### src/rtl/video_timing_gen.sv
// Raster timing generator: pixel/line counters, blanking, sync, display enable and
// line/frame strobes, with per-frame sync adjustment and optional interlaced fields.
module video_timing_gen #(
  parameter int W            = 9,
  parameter int H_TOTAL      = 443,
  parameter int H_ACTIVE     = 256,
  parameter int H_SYNC_START = 275,
  parameter int H_SYNC_END   = 300,
  parameter int V_TOTAL      = 263,
  parameter int V_ACT_START  = 17,
  parameter int V_ACT_END    = 240,
  parameter int V_SYNC_START = 243,
  parameter int V_SYNC_END   = 246,
  parameter int SYNC_POL     = 0,
  parameter int INTERLACE    = 0
) (
  input  logic         clk,
  input  logic         rst_n,
  input  logic         ce,
  input  logic [3:0]   h_adj,
  input  logic [3:0]   v_adj,
  output logic [W-1:0] hcount,
  output logic [W-1:0] vcount,
  output logic         hb,
  output logic         vb,
  output logic         de,
  output logic         hs,
  output logic         vs,
  output logic         field,
  output logic         line,
  output logic         frame
);

  localparam logic [W-1:0] HLAST     = W'(H_TOTAL - 1);
  localparam logic [W-1:0] HHALF     = W'(H_TOTAL / 2);
  localparam logic [W-1:0] HACT      = W'(H_ACTIVE);
  localparam logic [W-1:0] VLAST     = W'(V_TOTAL - 1);
  localparam logic [W-1:0] VLAST_ODD = W'(V_TOTAL);
  localparam logic [W-1:0] VA_START  = W'(V_ACT_START);
  localparam logic [W-1:0] VA_END    = W'(V_ACT_END);

  localparam logic signed [W+1:0] HSS  = (W+2)'(H_SYNC_START);
  localparam logic signed [W+1:0] HSE  = (W+2)'(H_SYNC_END);
  localparam logic signed [W+1:0] HMAX = (W+2)'(H_TOTAL - 1);
  localparam logic signed [W+1:0] VSS  = (W+2)'(V_SYNC_START);
  localparam logic signed [W+1:0] VSE  = (W+2)'(V_SYNC_END);
  localparam logic signed [W+1:0] VMAX = (W+2)'(V_TOTAL - 1);

  localparam logic POL = (SYNC_POL != 0);
  localparam logic IL  = (INTERLACE != 0);

  if (!(H_ACTIVE < H_SYNC_START && H_SYNC_START < H_SYNC_END && H_SYNC_END <= H_TOTAL)) begin : g_bad_h
    $error("video_timing_gen: need H_ACTIVE < H_SYNC_START < H_SYNC_END <= H_TOTAL");
  end
  if (!(V_ACT_START < V_ACT_END && V_ACT_END <= V_SYNC_START &&
        V_SYNC_START < V_SYNC_END && V_SYNC_END <= V_TOTAL)) begin : g_bad_v
    $error("video_timing_gen: need V_ACT_START < V_ACT_END <= V_SYNC_START < V_SYNC_END <= V_TOTAL");
  end

  typedef enum logic {ST_IDLE, ST_RUN} state_t;

  state_t            state;
  logic        [3:0] hadj_l, vadj_l;
  logic        [3:0] hadj_n, vadj_n;
  logic [W-1:0]      hc_n, vc_n;
  logic              fld_n, wrap_h, wrap_v;
  logic [W-1:0]      hs_s, hs_e, vs_s, vs_e;
  logic              hb_n, vb_n, hs_act, vs_act, odd;

  function automatic logic signed [W+1:0] sext4(input logic [3:0] a);
    return {{(W-2){a[3]}}, a};
  endfunction

  function automatic logic [W-1:0] clamp(input logic signed [W+1:0] x,
                                         input logic signed [W+1:0] hi);
    logic [W-1:0] r;
    if (x[W+1])      r = '0;
    else if (x > hi) r = hi[W-1:0];
    else             r = x[W-1:0];
    return r;
  endfunction

  // The first ce after reset parks the raster at (0,0) without advancing, so a full
  // frame elapses before the first frame strobe; adjustments are captured there too.
  always_comb begin
    hc_n   = hcount;
    vc_n   = vcount;
    fld_n  = field;
    wrap_h = 1'b0;
    wrap_v = 1'b0;
    hadj_n = hadj_l;
    vadj_n = vadj_l;
    if (state == ST_IDLE) begin
      hc_n = '0;
      vc_n = '0;
    end else if (hcount == HLAST) begin
      hc_n   = '0;
      wrap_h = 1'b1;
      if (vcount == ((IL && field) ? VLAST_ODD : VLAST)) begin
        vc_n   = '0;
        wrap_v = 1'b1;
        if (IL) fld_n = ~field;
      end else begin
        vc_n = vcount + 1'b1;
      end
    end else begin
      hc_n = hcount + 1'b1;
    end
    if (state == ST_IDLE || wrap_v) begin
      hadj_n = h_adj;
      vadj_n = v_adj;
    end
  end

  // Output decode runs on the next-state counters so registered outputs line up
  // with the counter values they are presented alongside.
  always_comb begin
    hs_s   = clamp(HSS + sext4(hadj_n), HMAX);
    hs_e   = clamp(HSE + sext4(hadj_n), HMAX);
    vs_s   = clamp(VSS + sext4(vadj_n), VMAX);
    vs_e   = clamp(VSE + sext4(vadj_n), VMAX);
    odd    = IL && fld_n;
    hb_n   = (hc_n >= HACT);
    vb_n   = (vc_n < VA_START) || (vc_n >= VA_END);
    hs_act = (hc_n >= hs_s) && (hc_n < hs_e);
    if (odd) begin
      vs_act = ((vc_n > vs_s) || (vc_n == vs_s && hc_n >= HHALF)) &&
               ((vc_n < vs_e) || (vc_n == vs_e && hc_n < HHALF));
    end else begin
      vs_act = (vc_n >= vs_s) && (vc_n < vs_e);
    end
  end

  always_ff @(posedge clk or negedge rst_n) begin
    if (!rst_n) begin
      state  <= ST_IDLE;
      hcount <= '0;
      vcount <= '0;
      field  <= 1'b0;
      hadj_l <= '0;
      vadj_l <= '0;
      hb     <= 1'b0;
      vb     <= 1'b1;
      de     <= 1'b0;
      hs     <= ~POL;
      vs     <= ~POL;
      line   <= 1'b0;
      frame  <= 1'b0;
    end else begin
      line  <= 1'b0;
      frame <= 1'b0;
      if (ce) begin
        state  <= ST_RUN;
        hcount <= hc_n;
        vcount <= vc_n;
        field  <= fld_n;
        hadj_l <= hadj_n;
        vadj_l <= vadj_n;
        hb     <= hb_n;
        vb     <= vb_n;
        de     <= ~hb_n & ~vb_n;
        hs     <= hs_act ? POL : ~POL;
        vs     <= vs_act ? POL : ~POL;
        line   <= wrap_h;
        frame  <= wrap_v;
      end
    end
  end

endmodule

### config.mk
export PLATFORM = sky130hd
export DESIGN_NAME = video_timing_gen
export DESIGN_NICKNAME = d
export VERILOG_FILES = /design/src/rtl/video_timing_gen.sv
export SDC_FILE = /design/constraint.sdc
export NUM_CORES = 1
export LEC_CHECK = 0
export ABC_AREA = 1
export BUFFER_PORTS_ARGS = -buffer_cell sky130_fd_sc_hd__buf_2
export CELL_PAD_IN_SITES_DETAIL_PLACEMENT = 0
export CELL_PAD_IN_SITES_GLOBAL_PLACEMENT = 1
export CORE_MARGIN = 2
export CORE_UTILIZATION = 39
export CTS_CLUSTER_DIAMETER = 50
export DETAILED_ROUTE_END_ITERATION = 12
export GPL_ROUTABILITY_DRIVEN = 0
export HOLD_SLACK_MARGIN = 0.15
export PLACE_DENSITY = 0.79
export SLEW_MARGIN = 20
export SYNTH_ARGS = -nofsm -noshare
export SYNTH_HDL_FRONTEND = slang
export SYNTH_SLANG_ARGS = --single-unit
### constraint.sdc
create_clock -name clk -period 4.3 [get_ports clk]
set_input_delay 1.29 -clock clk [delete_from_list [all_inputs] [get_ports clk]]
set_output_delay 1.29 -clock clk [all_outputs]
set_load 0.05 [all_outputs]
==> metrics.yaml <==
setup_viols_final: 0
max_incr_delay_on_cp_ns: 0.42
power_switching_share: 0.484
synth_sequential_area_ratio: 0.292
cap_viol_max_count: 0
power.share.clock: 0.182
floorplan.core_area_mm2: 0.00714
groute.usage.overall: 0.185
post_drt_wl_per_cell_um: 13.0
timing.final.max_slew_violations: 0
fmaxAchievable_ghz: 0.264
grt-ovfl-total: 0
cts-root-to-sink-buffers: 2
crit-reg2reg-capture: "vs"
maximum_number_of_pins_on_one_net_before_global_route_repair: 34
ys_ff_latch: 33
worst-endpoint-arrival_ns: 4.00
cts_post_setup_buffers_inserted: 0
num_rows: 31
mappedNetlistArea_mm2: 0.00284
worst_r2r_path_depth: 29
cts-buffers-inserted: 5
h-tree-depth: 2
final.setup.tns_ns: 0
die_area_mm2: 0.00798
detail_route.wirelength_mm: 6.81
status: "completed"
critical-path-top-delay-family: "simple AND/OR/NAND/NOR gates"
area.growth.synth_to_final_pct: 12.3
tightestPinTransition_ns: 0.873
worstSetupEndpointType: "flip-flop"
pwr_density_cell_mw_per_mm2: 427
initial_antenna_violation_count: 0
postSynthNetCount: 441
drt_first_pass_iters: 4
io-pin-count: 37
switchingPower_uw: 659
tritoncts: "built"
final.period_utilization: 0.883
io_buffer_count: 35
final_setup_skew_ns: 0.0122
clk-insertion-delay-late_ns: 0.29
floorplan.die.height_um: 89.4
drive_above_1_share: 0.157
timing.critical_path.slowest_stage_cell: "dfrtp_1"
comb_power_share: 0.500
detailedPlacementHpwl_mm: 5.26
layout.cells.most_common: "nand2_1"
syn_inst: 392
clk_root_buffer_cell: "clkbuf_8"
postLayoutCoreUtil: 0.447
r2r_slack_ns: 0.51
hold_depth: 2
route.detailed.vias_per_inst: 4.88
pwr-share-seq: 0.318
max_slew_margin: 0.417
power.internal_uw: 702
hold_path_startpoint: "vb"
crit_path_buffers_inverters: 5
ant_nets: 0
worstPathMaxFanout: 15
grt_pass1_wl_mm: 11.5
crit_path_start_kind: "flip-flop"
die_x_um: 89.4
clkSinkCount: 33
timing_hold_violations_final: 0
worst_path_most_repeated_cell: "nand2_1"
ys.warnings.count: 0
worst_r2r_startpoint: "hcount[0]"
leakagePower_nw: 1.70
drt_iter0_drc: 116
ir_worst_vdd_mv: 0.326
post-route-min-period_ns: 3.79
first_global_vias: 2480
cts_hold_buf: 0
cp.required_ns: 4.51
path_clk_slew_ns: 0.07
net_count_reported_at_finish: 474
drcViolationCount: 0
worstSetupPathType: "flip-flop to flip-flop"
hp-class: "flip-flop to flip-flop"
postSynthAreaPerCell_um2: 7.25
ys_types: 39
whs_endpoint: "vb"
dr_total_vias: 2563
final_cell_mix: "nand2_1, inv_1, ha_1, o21ai_0, buf_2"
grt_setup_unrepaired: "no"
num_antenna_cells: 0
worst_setup_path_start: "hcount[0]"
post_cts.resized_instances: 0
initial_core_util: 0.398
registers in the layout, summed over array words and instances (netlist names):
| name | flops |
|---|---|
| line | 1 |
| vb | 1 |
| hcount | 9 |
| vadj_l | 4 |
| frame | 1 |
| hadj_l | 4 |
| vcount | 9 |
| vs | 1 |
| de | 1 |
| hs | 1 |
| state | 1 |
cells by family after synthesis:
group | after synthesis | synth area share
AOI/OAI and AO/OA | 70 | 0.143
xor gates and xnor gates | 5 | 0.0154
adders and majority gates | 38 | 0.167
buffers and inverters | 69 | 0.100
DFF | 33 | 0.292
muxes | 1 | 0.00484
other | 1 | 0.00132
and+or+nand+nor | 175 | 0.276
stage by stage:
stage	setup WS, ns	instances	hold slack (ns)	area (um^2)	power, mW
floorplan	0.540	392	0.454	2840	0.953
global placement	0.591	517	0.455	3100	1.11
detailed placement	0.476	517	0.457	3100	1.12
CTS	0.471	525	0.469	3190	1.38
global route	0.0504	525	0.494	3190	1.48
finish	0.505	525	0.466	3190	1.36
worst max-delay path by stage:
stage          slack, ns  end  cells past startpoint
6_report            0.51   vs                     29
5_1_grt             0.05   vs                     29
4_1_cts             0.47   vs                     29
3_5_place_dp        0.48   vs                     29
3_3_place_gp        0.59   vs                     29
2_1_floorplan       0.54   vs                     30
tightest hold or removal path: stages (launching register included):
cell,delay (ns)
dfstp_2,0.37
nand2_1,0.05
nand2_1,0.05
per-layer routing:
layer  vias to the layer above  routed length, um  track usage
li1                       1337                  -            -
met1                      1168               3460        0.253
met2                        50               3040        0.306
met3                         8                211       0.0305
met4                         0                 89       0.0421
met5                         -                  0            0
power groups by stage:
| stage | clock network (mW) | logic, mW | registers, mW |
|---|---|---|---|
| 2_1_floorplan | 0 | 0.358 | 0.595 |
| 3_3_place_gp | 0 | 0.674 | 0.437 |
| 3_5_place_dp | 0 | 0.683 | 0.438 |
| 4_1_cts | 0.257 | 0.686 | 0.433 |
| 5_1_grt | 0.270 | 0.769 | 0.444 |
| 6_report | 0.248 | 0.681 | 0.433 |
synth_stat cells, drive strengths merged:
master  number  area, um^2
xor2         5        43.8
nand2       98         410
o311ai       1        8.76
buf          3        26.3
nand3b       1        7.51
a21oi       13        65.1
dfstp        3        78.8
or2          3        18.8
nor3b        1        7.51
o21ai       42         233
dfrtp       30         751
mux2i        1        13.8
inv         59         231
conb         1        3.75
a21boi       1        7.51
nor2        37         156
nand4        6        37.5
a31oi        2        12.5
ha          38         475
nor3         7        35.0
clkbuf       7        26.3
o21bai       5        37.5
and3         1        6.26
nand3       21         105
a211oi       1        7.51
o22ai        2        12.5
a21o         3        22.5
area by class of cell:
class | instances | area [um^2]
inverters | 59 | 231
clock buffers | 7 | 86.3
repair buffers | 36 | 183
well taps | 99 | 124
flip-flops and latches | 33 | 830
fillers | 781 | 3950
clock inverters | 1 | 7.51
multi-input cells | 290 | 1730
Note: power is estimated with default switching activity, not from simulation.
